## config.mk

```make
export PLATFORM = sky130hd
export DESIGN_NAME = system_memory_v5
export DESIGN_NICKNAME = d
export VERILOG_FILES = /design/src/rtl/conway_mem_pkg.sv /design/src/rtl/frame_beat_counter.sv /design/src/rtl/system_memory_v5.sv
export SDC_FILE = /design/constraint.sdc
export NUM_CORES = 1
export LEC_CHECK = 0
export BUFFER_PORTS_ARGS = -buffer_cell sky130_fd_sc_hd__buf_2
export CAP_MARGIN = 20
export CORE_MARGIN = 1.5
export CORE_UTILIZATION = 54
export CTS_CLUSTER_DIAMETER = 200
export DETAILED_ROUTE_END_ITERATION = 10
export MAX_ROUTING_LAYER = met4
export PLACE_DENSITY_LB_ADDON = 0.15
export SLEW_MARGIN = 20
export SYNTH_ARGS = -nofsm -noshare
export SYNTH_HDL_FRONTEND = slang
export SYNTH_SLANG_ARGS = --single-unit
```

## constraint.sdc

```tcl
create_clock -name CLK -period 5.05 [get_ports CLK]
set_input_delay 0.505 -clock CLK [delete_from_list [all_inputs] [get_ports CLK]]
set_output_delay 0.505 -clock CLK [all_outputs]
set_load 0.02 [all_outputs]
```

## src/rtl/conway_mem_pkg.sv

```systemverilog
// Shared types and sizing helpers for the Conway grid state memory.
package conway_mem_pkg;

   typedef enum logic [1:0] {
      MEM_IDLE = 2'd0,
      MEM_LOAD = 2'd1,
      MEM_DUMP = 2'd2
   } mem_state_t;

   // Number of serial beats that move one full frame.
   function automatic int unsigned beats(input int unsigned n, input int unsigned lanes);
      return n / lanes;
   endfunction

   // Beat counter width; a single-beat frame still needs one bit.
   function automatic int unsigned cnt_w(input int unsigned b);
      return (b > 1) ? $clog2(b) : 1;
   endfunction

endpackage

```

## src/rtl/frame_beat_counter.sv

```systemverilog
// Counts beats within one frame and flags the final beat; shared by load and dump.
module frame_beat_counter
   import conway_mem_pkg::*;
#(
   parameter  int unsigned BEATS = 16,
   localparam int unsigned CW    = cnt_w(BEATS)
) (
   input  logic          clk_i,
   input  logic          rst_i,
   input  logic          clr_i,
   input  logic          inc_i,
   output logic          last_o,
   output logic [CW-1:0] count_o
);

   localparam logic [CW-1:0] LAST_IDX      = CW'(BEATS - 1);
   localparam logic          LAST_ON_ENTRY = (BEATS == 1);

   logic [CW-1:0] count_q, count_d;
   logic          last_q, last_d;

   // last is precomputed so the final beat is known without a compare in the frame path
   always_comb begin
      count_d = count_q;
      last_d  = last_q;
      if (clr_i) begin
         count_d = '0;
         last_d  = LAST_ON_ENTRY;
      end else if (inc_i) begin
         if (count_q == LAST_IDX) begin
            count_d = '0;
            last_d  = LAST_ON_ENTRY;
         end else begin
            count_d = count_q + CW'(1);
            last_d  = ((count_q + CW'(1)) == LAST_IDX);
         end
      end
   end

   always_ff @(posedge clk_i) begin
      if (rst_i) begin
         count_q <= '0;
         last_q  <= 1'b0;
      end else begin
         count_q <= count_d;
         last_q  <= last_d;
      end
   end

   assign last_o  = last_q;
   assign count_o = count_q;

endmodule

```

## src/rtl/system_memory_v5.sv

```systemverilog
// Conway grid state memory: captures generations, loads and dumps frames over a serial bus,
// and counts captured generations.
module system_memory_v5
   import conway_mem_pkg::*;
#(
   parameter  int unsigned ROWS  = 8,
   parameter  int unsigned COLS  = 8,
   parameter  int unsigned LANES = 1,
   parameter  int unsigned GEN_W = 16,
   localparam int unsigned N     = ROWS * COLS
) (
   input  logic             CLK,
   input  logic             RESET,
   input  logic [N-1:0]     GRID_IN,
   input  logic             GRID_VALID,
   input  logic             LOAD_REQ,
   input  logic             DUMP_REQ,
   input  logic [LANES-1:0] SERIAL_IN,
   input  logic             SERIAL_IN_VALID,
   output logic [N-1:0]     SYSTEM_MEM_OUT,
   output logic [LANES-1:0] SERIAL_OUT,
   output logic             SERIAL_OUT_VALID,
   output logic             BUSY,
   output logic             FRAME_DONE,
   output logic [GEN_W-1:0] GENERATION
);

   localparam int unsigned BEATS = beats(N, LANES);
   localparam int unsigned CW    = cnt_w(BEATS);

   if ((N % LANES) != 0) begin : g_lane_check
      $error("system_memory_v5: grid size must be a multiple of LANES");
   end

   mem_state_t       state_q, state_d;
   logic [N-1:0]     mem_q, mem_d;
   logic [GEN_W-1:0] gen_q, gen_d;
   logic [LANES-1:0] sout_q, sout_d;
   logic             sout_valid_q, sout_valid_d;
   logic             done_q, done_d;
   logic             busy_q, busy_d;

   logic             beat_clr;
   logic             beat_inc;
   logic             beat_last;
   logic [CW-1:0]    beat_cnt;

   frame_beat_counter #(.BEATS(BEATS)) u_beat_cnt (
      .clk_i   (CLK),
      .rst_i   (RESET),
      .clr_i   (beat_clr),
      .inc_i   (beat_inc),
      .last_o  (beat_last),
      .count_o (beat_cnt)
   );

   // Next-state and output decode; shifts use truncating casts so LANES == N needs no special case
   always_comb begin
      state_d      = state_q;
      mem_d        = mem_q;
      gen_d        = gen_q;
      sout_d       = '0;
      sout_valid_d = 1'b0;
      done_d       = 1'b0;
      beat_clr     = 1'b0;
      beat_inc     = 1'b0;

      unique case (state_q)
         MEM_IDLE: begin
            if (GRID_VALID) begin
               mem_d = GRID_IN;
               gen_d = gen_q + GEN_W'(1);
            end else if (LOAD_REQ) begin
               state_d  = MEM_LOAD;
               beat_clr = 1'b1;
            end else if (DUMP_REQ) begin
               state_d  = MEM_DUMP;
               beat_clr = 1'b1;
            end
         end
         MEM_LOAD: begin
            if (SERIAL_IN_VALID) begin
               mem_d    = N'({mem_q, SERIAL_IN});
               beat_inc = 1'b1;
               if (beat_last) begin
                  done_d  = 1'b1;
                  gen_d   = '0;
                  state_d = MEM_IDLE;
               end
            end
         end
         MEM_DUMP: begin
            sout_d       = mem_q[N-1 -: LANES];
            sout_valid_d = 1'b1;
            mem_d        = N'({mem_q, mem_q[N-1 -: LANES]});
            beat_inc     = 1'b1;
            if (beat_last) begin
               done_d  = 1'b1;
               state_d = MEM_IDLE;
            end
         end
         default: state_d = MEM_IDLE;
      endcase

      busy_d = (state_d != MEM_IDLE);
   end

   always_ff @(posedge CLK) begin
      if (RESET) begin
         state_q      <= MEM_IDLE;
         mem_q        <= '0;
         gen_q        <= '0;
         sout_q       <= '0;
         sout_valid_q <= 1'b0;
         done_q       <= 1'b0;
         busy_q       <= 1'b0;
      end else begin
         state_q      <= state_d;
         mem_q        <= mem_d;
         gen_q        <= gen_d;
         sout_q       <= sout_d;
         sout_valid_q <= sout_valid_d;
         done_q       <= done_d;
         busy_q       <= busy_d;
      end
   end

   // Precomputed last flag must agree with the beat index throughout a frame
   a_last_consistent: assert property (@(posedge CLK) disable iff (RESET)
      (state_q != MEM_IDLE) |-> (beat_last == (beat_cnt == CW'(BEATS - 1))));

   assign SYSTEM_MEM_OUT   = mem_q;
   assign SERIAL_OUT       = sout_q;
   assign SERIAL_OUT_VALID = sout_valid_q;
   assign BUSY             = busy_q;
   assign FRAME_DONE       = done_q;
   assign GENERATION       = gen_q;

endmodule

```

==> impl_metrics.ini, run 1 <==
[status]
run_status = complete, no violations

[clock_tree]
worstSkewPairLatency_ps = 350
tritoncts = yes
cts.reportedPaths.clkPinSlew_ps = 90
post_cts_resized = 0
postCtsHoldBufs = 0
clock_path_buffers = 2
cts.sink_count = 93
cts.root.buffer_cell = sky130_fd_sc_hd__clkbuf_8
post_cts_setup_bufs = 0
cts-htree-levels = 3
cts-buffers-inserted = 9

[synthesis]
synth_top_area_cell = sky130_fd_sc_hd__dfxtp_1
synth-edff-count = 0
ys_ff_latch = 93
post_synth_fa_ha_maj_area_fraction_pct = 2.25
synth.top_cells.by_area = sky130_fd_sc_hd__dfxtp_1 (42%), sky130_fd_sc_hd__a211oi_1 (11%), sky130_fd_sc_hd__nor2b_1 (9.4%)
syn-mean-instance-area_um2 = 8.25
post_synth_xor_area_fraction_pct = 0.786
largest_family_of_logic_cells_by_synthesized_area = compound AO/OA/AOI/OAI gates
synthCells = 540
synthesis.area_um2 = 4460
synth.area.mux_share_pct = 1.24
synth_cell_type_count = 45
mappedNetlistNets = 619
synth.yosys.seq_area_share_pct = 41.8
synth_compound_gate_area_share_pct = 25.4
synth_commonest_cells = sky130_fd_sc_hd__dfxtp_1 (93), sky130_fd_sc_hd__a21oi_1 (80), sky130_fd_sc_hd__nor2_1 (79)
synth_top_area_share_pct = 41.8
synth_async_sr_flop_share_pct = 0
yosys.cell_count.top_type = sky130_fd_sc_hd__dfxtp_1
synth-main-ff-cell = sky130_fd_sc_hd__dfxtp_1
yosysWarnings = 0
synth_simple_gate_area_share_pct = 24.0

[placed_design]
gp_congestion = 0.818
portBuffers = 154
hpwlAfterDp_mm = 7.57

[critical_path]
end_kind = flop
crit_arrival_ps = 2730
worst-setup-path-type = flop to flop
setup.worst_path.start_class = flop
crit_fanout = 70
crit_required_ps = 5290

[drt]
route.final.wire_length_mm = 11.0
first_pass_iters = 5
viasPerCell = 5.58
routed_wire_length_per_instance_um = 14.1
route.detailed.drc = 0
antenna_left = 0
detailroute.via_count = 4344
first_iter_violations = 191

[global_route]
global_route.usage.total_pct = 25.3
grt_antenna_before_repair = 0
grt_max_degree = 84
wire_length_of_the_first_global_routing_pass_mm = 17.4
grt_pass1_vias = 3777
gr-total-overflow = 0

[layout]
count_of_nets_after_finishing = 750
share_of_final_layout_standard_cells_stronger_than_drive_strength_1_pct = 26.8
num_antenna_cells = 0
area.growth.synth_to_final_pct = 23.0

[worst_hold_path]
holdCritPathClass = flop to flop

[floorplan]
initial_core_util_pct = 56.8
die_area_um2 = 8810
io_pins = 155
num_rows = 32
core-area_um2 = 7850
die_x_um = 93.8
chipHeight_um = 93.8

[power]
total_power_w = 0.00191
power_density_nw_per_um2 = 348
p_leak_nw = 2.36
vdd.ir_drop.worst_v = 0.000270

[timing]
max-slew-margin-rel_pct = 49.1
post-route-min-period_ps = 2490
slew_violations = 0
setup-violations-final = 0
finalCritPeriodShare_pct = 49.2
max_slew.worst_pin.slew_ps = 762
achievable-frequency_mhz = 402
unrepaired_setup_endpoints_after_global_routing = false
clock_skew_ps = 11.2
total_count_of_hold_check_failures_in_the_final_report = 0
setup_total_negative_slack_ps = 0

[job]
cap_violations = 0
[layer usage]
metal  global-route usage [%]  vias up  wire length (um)
li1                         -     2202                 -
met1                     32.5     1961              4980
met2                     39.3      153              4940
met3                     4.94       28               778
met4                     10.4        0               252
met5                        -        -                 0
[worst max-delay path, cell delays in order, from the launching register on]
cell	delay [ps]
sky130_fd_sc_hd__dfxtp_1	420
sky130_fd_sc_hd__inv_1	110
sky130_fd_sc_hd__ha_2	340
sky130_fd_sc_hd__buf_4	570
sky130_fd_sc_hd__nand2_1	370
sky130_fd_sc_hd__o31a_1	380
sky130_fd_sc_hd__o21ba_2	190
[report_power, final]
part,internal [W],switching [W]
registers,0.000808,0.0000586
logic,0.000181,0.000312
clock network,0.000293,0.000254
[stage by stage]
step / cells / util, % / hold slack [ps] / area, um2 / setup WS, ps
floorplan: 540 / - / 474 / 4460 / 3160
global placement: 762 / 66.9 / 458 / 5250 / 2380
detailed placement: 762 / 66.9 / 479 / 5250 / 2300
CTS: 778 / 69.8 / 492 / 5480 / 2280
global route: 778 / 69.9 / 516 / 5480 / 2320
finish: 778 / 69.9 / 490 / 5480 / 2560
[registers in the layout (all words and copies together) (netlist names)]
register	cells
BUSY	1
FRAME_DONE	1
GENERATION	16
SERIAL_OUT	1
SERIAL_OUT_VALID	1
SYSTEM_MEM_OUT	64
state_q	2
u_beat_cnt.count_o	6
u_beat_cnt.last_o	1
[path summary, 6_finish.rpt]
| kind | cells past startpoint | slack, ps | endpoint | start |
|---|---|---|---|---|
| hold / removal | 2 | 490 | GENERATION[15]$_SDFFE_PP0P_ | GENERATION[15]$_SDFFE_PP0P_ |
| setup reg to reg | 6 | 2560 | u_beat_cnt.count_o[5]$_SDFFE_PP0P_ | state_q[0]$_SDFF_PP0_ |
| hold reg to reg | 2 | 490 | GENERATION[15]$_SDFFE_PP0P_ | GENERATION[15]$_SDFFE_PP0P_ |
| setup / recovery | 6 | 2560 | u_beat_cnt.count_o[5]$_SDFFE_PP0P_ | state_q[0]$_SDFF_PP0_ |
[cell families (layout without fill, tap and decap cells)]
logic type               count (synthesis)  after routing
AND/OR/NAND/NOR                        204            204
adder cells (fa/ha/maj)                  8              8
flip-flops                              93             93
XOR/XNOR                                 4              4
multiplexers                             5              5
AO/OA/AOI/OAI                          178            178
buffers and inverters                   48            184
[area by class of cell]
cell class / count / area, um2
clock inverters: 5 / 83.8
inverters: 9 / 33.8
well taps: 102 / 128
flip-flops and latches: 93 / 1860
multi-input cells: 399 / 2410
fillers: 691 / 2370
clock buffers: 11 / 141
repair buffers: 159 / 821
[cells in the final DEF, fill, tap and decap left out, types with 2 or more instances in the layout]
master / Yosys / layout
sky130_fd_sc_hd__and2_1: 2 / 2
sky130_fd_sc_hd__nand2_1: 12 / 12
sky130_fd_sc_hd__nor2b_1: 67 / 66
sky130_fd_sc_hd__o41ai_1: 4 / 4
sky130_fd_sc_hd__a22oi_1: 3 / 3
sky130_fd_sc_hd__xnor2_1: 2 / 2
sky130_fd_sc_hd__or4_1: 4 / 4
sky130_fd_sc_hd__nand2b_1: 4 / 4
sky130_fd_sc_hd__and3_1: 6 / 6
sky130_fd_sc_hd__a211oi_1: 66 / 66
sky130_fd_sc_hd__clkinvlp_4: 0 / 2
sky130_fd_sc_hd__o31ai_1: 4 / 4
sky130_fd_sc_hd__inv_1: 9 / 9
sky130_fd_sc_hd__ha_1: 8 / 7
sky130_fd_sc_hd__dfxtp_1: 93 / 93
sky130_fd_sc_hd__xor2_1: 2 / 2
sky130_fd_sc_hd__o21ai_0: 8 / 8
sky130_fd_sc_hd__nand3_1: 8 / 8
sky130_fd_sc_hd__clkbuf_8: 0 / 10
sky130_fd_sc_hd__a21oi_1: 80 / 80
sky130_fd_sc_hd__mux2i_1: 4 / 4
sky130_fd_sc_hd__nor3_1: 4 / 3
sky130_fd_sc_hd__nor4_1: 2 / 2
sky130_fd_sc_hd__a21o_1: 2 / 2
sky130_fd_sc_hd__buf_4: 2 / 4
sky130_fd_sc_hd__or4b_1: 3 / 3
sky130_fd_sc_hd__or3_1: 6 / 6
sky130_fd_sc_hd__nand4_1: 3 / 3
sky130_fd_sc_hd__nor2_1: 79 / 79
sky130_fd_sc_hd__buf_2: 13 / 154
sky130_fd_sc_hd__bufinv_16: 0 / 2
(Power assumes the default switching activity.)
==> inputs of run 2 (changes only) <==
Settings changed: CORE_UTILIZATION 54 to 50.
Clock period 5.05 ns to 2.5 ns, I/O delays scaled along.
==> impl_metrics.ini, run 2 (synthesized netlist as in run 1, its figures left out) <==
[worst_hold_path]
worstHoldStart = RESET
holdCritPathClass = primary input to flop
worstHoldPathCells = 2
min_delay_worst_endpoint = GENERATION[5]$_SDFFE_PP0P_

[clock_tree]
cts.reportedPaths.clkPinSlew_ps = 90
cts-buffers-inserted = 9
post_cts_setup_bufs = 0
cts.sink_count = 93
tritoncts = yes
worstSkewPairLatency_ps = 350
cts.root.buffer_cell = sky130_fd_sc_hd__clkbuf_8
postCtsHoldBufs = 0
post_cts_resized = 0
cts-htree-levels = 3
clock_path_buffers = 2

[placed_design]
gp_congestion = 0.888
place_area_um2 = 5280
hpwlAfterDp_mm = 7.37
portBuffers = 154
place.detailed.instances = 769

[floorplan]
die_area_um2 = 9490
io_pins = 155
initial_core_util_pct = 51.4
num_rows = 34
core-area_um2 = 8680
chipHeight_um = 97.4
die_x_um = 97.4

[critical_path]
crit_fanout = 127
crit_required_ps = 2710
cp_slowest_cell = sky130_fd_sc_hd__buf_12
critical_path.cell_chain = inv_1, ha_1, and2b_1, nor3_2, buf_12, mux2i_1, nor2_1
worst-setup-path-type = flop to flop
regToRegStartpoint = state_q[1]$_SDFF_PP0_
end_kind = flop
setup.worst_path.start_class = flop
r2r_setup_slack_ps = 340
max_stage_delay_ps = 440
cell_family_contributing_the_most_delay_on_the_critical_path = buffers and inverters
worstRegToRegCells = 7
regToRegEndpoint = SYSTEM_MEM_OUT[0]$_SDFFE_PP0P_
crit_arrival_ps = 2360
timing.critical_path.buf_inv = 2

[layout]
final_design_area_no_fill_um2 = 5450
post_route_insts_no_fill = 785
num_antenna_cells = 0
final_common_cell = sky130_fd_sc_hd__buf_2
share_of_final_layout_standard_cells_stronger_than_drive_strength_1_pct = 26.9
area.growth.synth_to_final_pct = 22.3
postLayoutCoreUtil_pct = 62.8
layout_common_cells = sky130_fd_sc_hd__buf_2 (154), sky130_fd_sc_hd__dfxtp_1 (93), sky130_fd_sc_hd__a21oi_1 (80), sky130_fd_sc_hd__nor2_1 (79)
num-fill-cells = 830
count_of_nets_after_finishing = 751
largest_register_ffs = 64

[drt]
antenna_left = 0
viasPerCell = 5.47
detailroute.via_count = 4297
first_iter_violations = 155
highest-signal-layer = met4
detailroute.wirelength.met3_um = 608
wl_met2_mm = 4.78
wl_met1_mm = 5.25
route.final.wire_length_mm = 10.8
routed_wire_length_per_instance_um = 13.8
first_pass_iters = 4
route.detailed.drc = 0

[power]
p_leak_nw = 2.35
power_density_nw_per_um2 = 671
vdd.ir_drop.worst_v = 0.000395
total_power_w = 0.00366

[timing]
post-route-min-period_ps = 2160
total_count_of_hold_check_failures_in_the_final_report = 0
slew_violations = 0
setup-violations-final = 0
setup_total_negative_slack_ps = 0
finalCritPeriodShare_pct = 86.2
max_slew.worst_pin.slew_ps = 681
max-slew-margin-rel_pct = 54.6
clock_skew_ps = 12.1
achievable-frequency_mhz = 464
unrepaired_setup_endpoints_after_global_routing = false

[job]
cap_violations = 0

[global_route]
wire_length_of_the_first_global_routing_pass_mm = 18.2
grt_antenna_before_repair = 0
grt_pass1_vias = 3909
grt_max_degree = 128
global_route.usage.total_pct = 23.3
gr-total-overflow = 0

[status]
run_status = complete, no violations
run 2: cell count changes in the layout (fill, tap and decap cells not counted), sizes merged:
cell    delta
bufinv     -2
buf        +1
clkinv     +1
inv        +1
run 2: layer usage:
layer,up-vias,track usage (%)
met5,-,-
met4,0,8.24
met3,19,4.17
met2,137,35.5
met1,1936,31.1
li1,2205,-
run 2: worst max-delay path by stage:
stage                                from                                  to  slack, ps  cells after the start
CTS                 state_q[1]$_SDFF_PP0_      SYSTEM_MEM_OUT[0]$_SDFFE_PP0P_        360                      7
detailed placement  state_q[1]$_SDFF_PP0_      SYSTEM_MEM_OUT[0]$_SDFFE_PP0P_        370                      7
global placement    state_q[1]$_SDFF_PP0_      SYSTEM_MEM_OUT[0]$_SDFFE_PP0P_        450                      7
finish              state_q[1]$_SDFF_PP0_      SYSTEM_MEM_OUT[0]$_SDFFE_PP0P_        340                      7
floorplan           state_q[0]$_SDFF_PP0_  u_beat_cnt.count_o[5]$_SDFFE_PP0P_        610                      7
global route        state_q[1]$_SDFF_PP0_     SYSTEM_MEM_OUT[41]$_SDFFE_PP0P_        120                      7
run 2: power by group:
group	switching [W]	internal, W
sequential	0.000121	0.00163
clock	0.000522	0.000390
combinational	0.000624	0.000371
run 2: final cells by class:
| type | count | area, um2 | area share (%) |
|---|---|---|---|
| multi-input cells | 399 | 2410 | 44.1 |
| flip-flops and latches | 93 | 1860 | 34.1 |
| repair buffers | 160 | 841 | 15.4 |
| clock buffers | 11 | 141 | 2.59 |
| well taps | 108 | 135 | 2.48 |
| clock inverters | 5 | 33.8 | 0.620 |
| inverters | 9 | 33.8 | 0.620 |
run 2: per-stage QoR:
| step | worst slack, ps | hold slack, ps |
|---|---|---|
| 4_1_cts | 356 | 208 |
| 2_1_floorplan | 613 | 450 |
| 5_1_grt | 123 | 220 |
| 3_3_place_gp | 455 | 459 |
| 3_5_place_dp | 372 | 478 |
| 6_report | 344 | 211 |
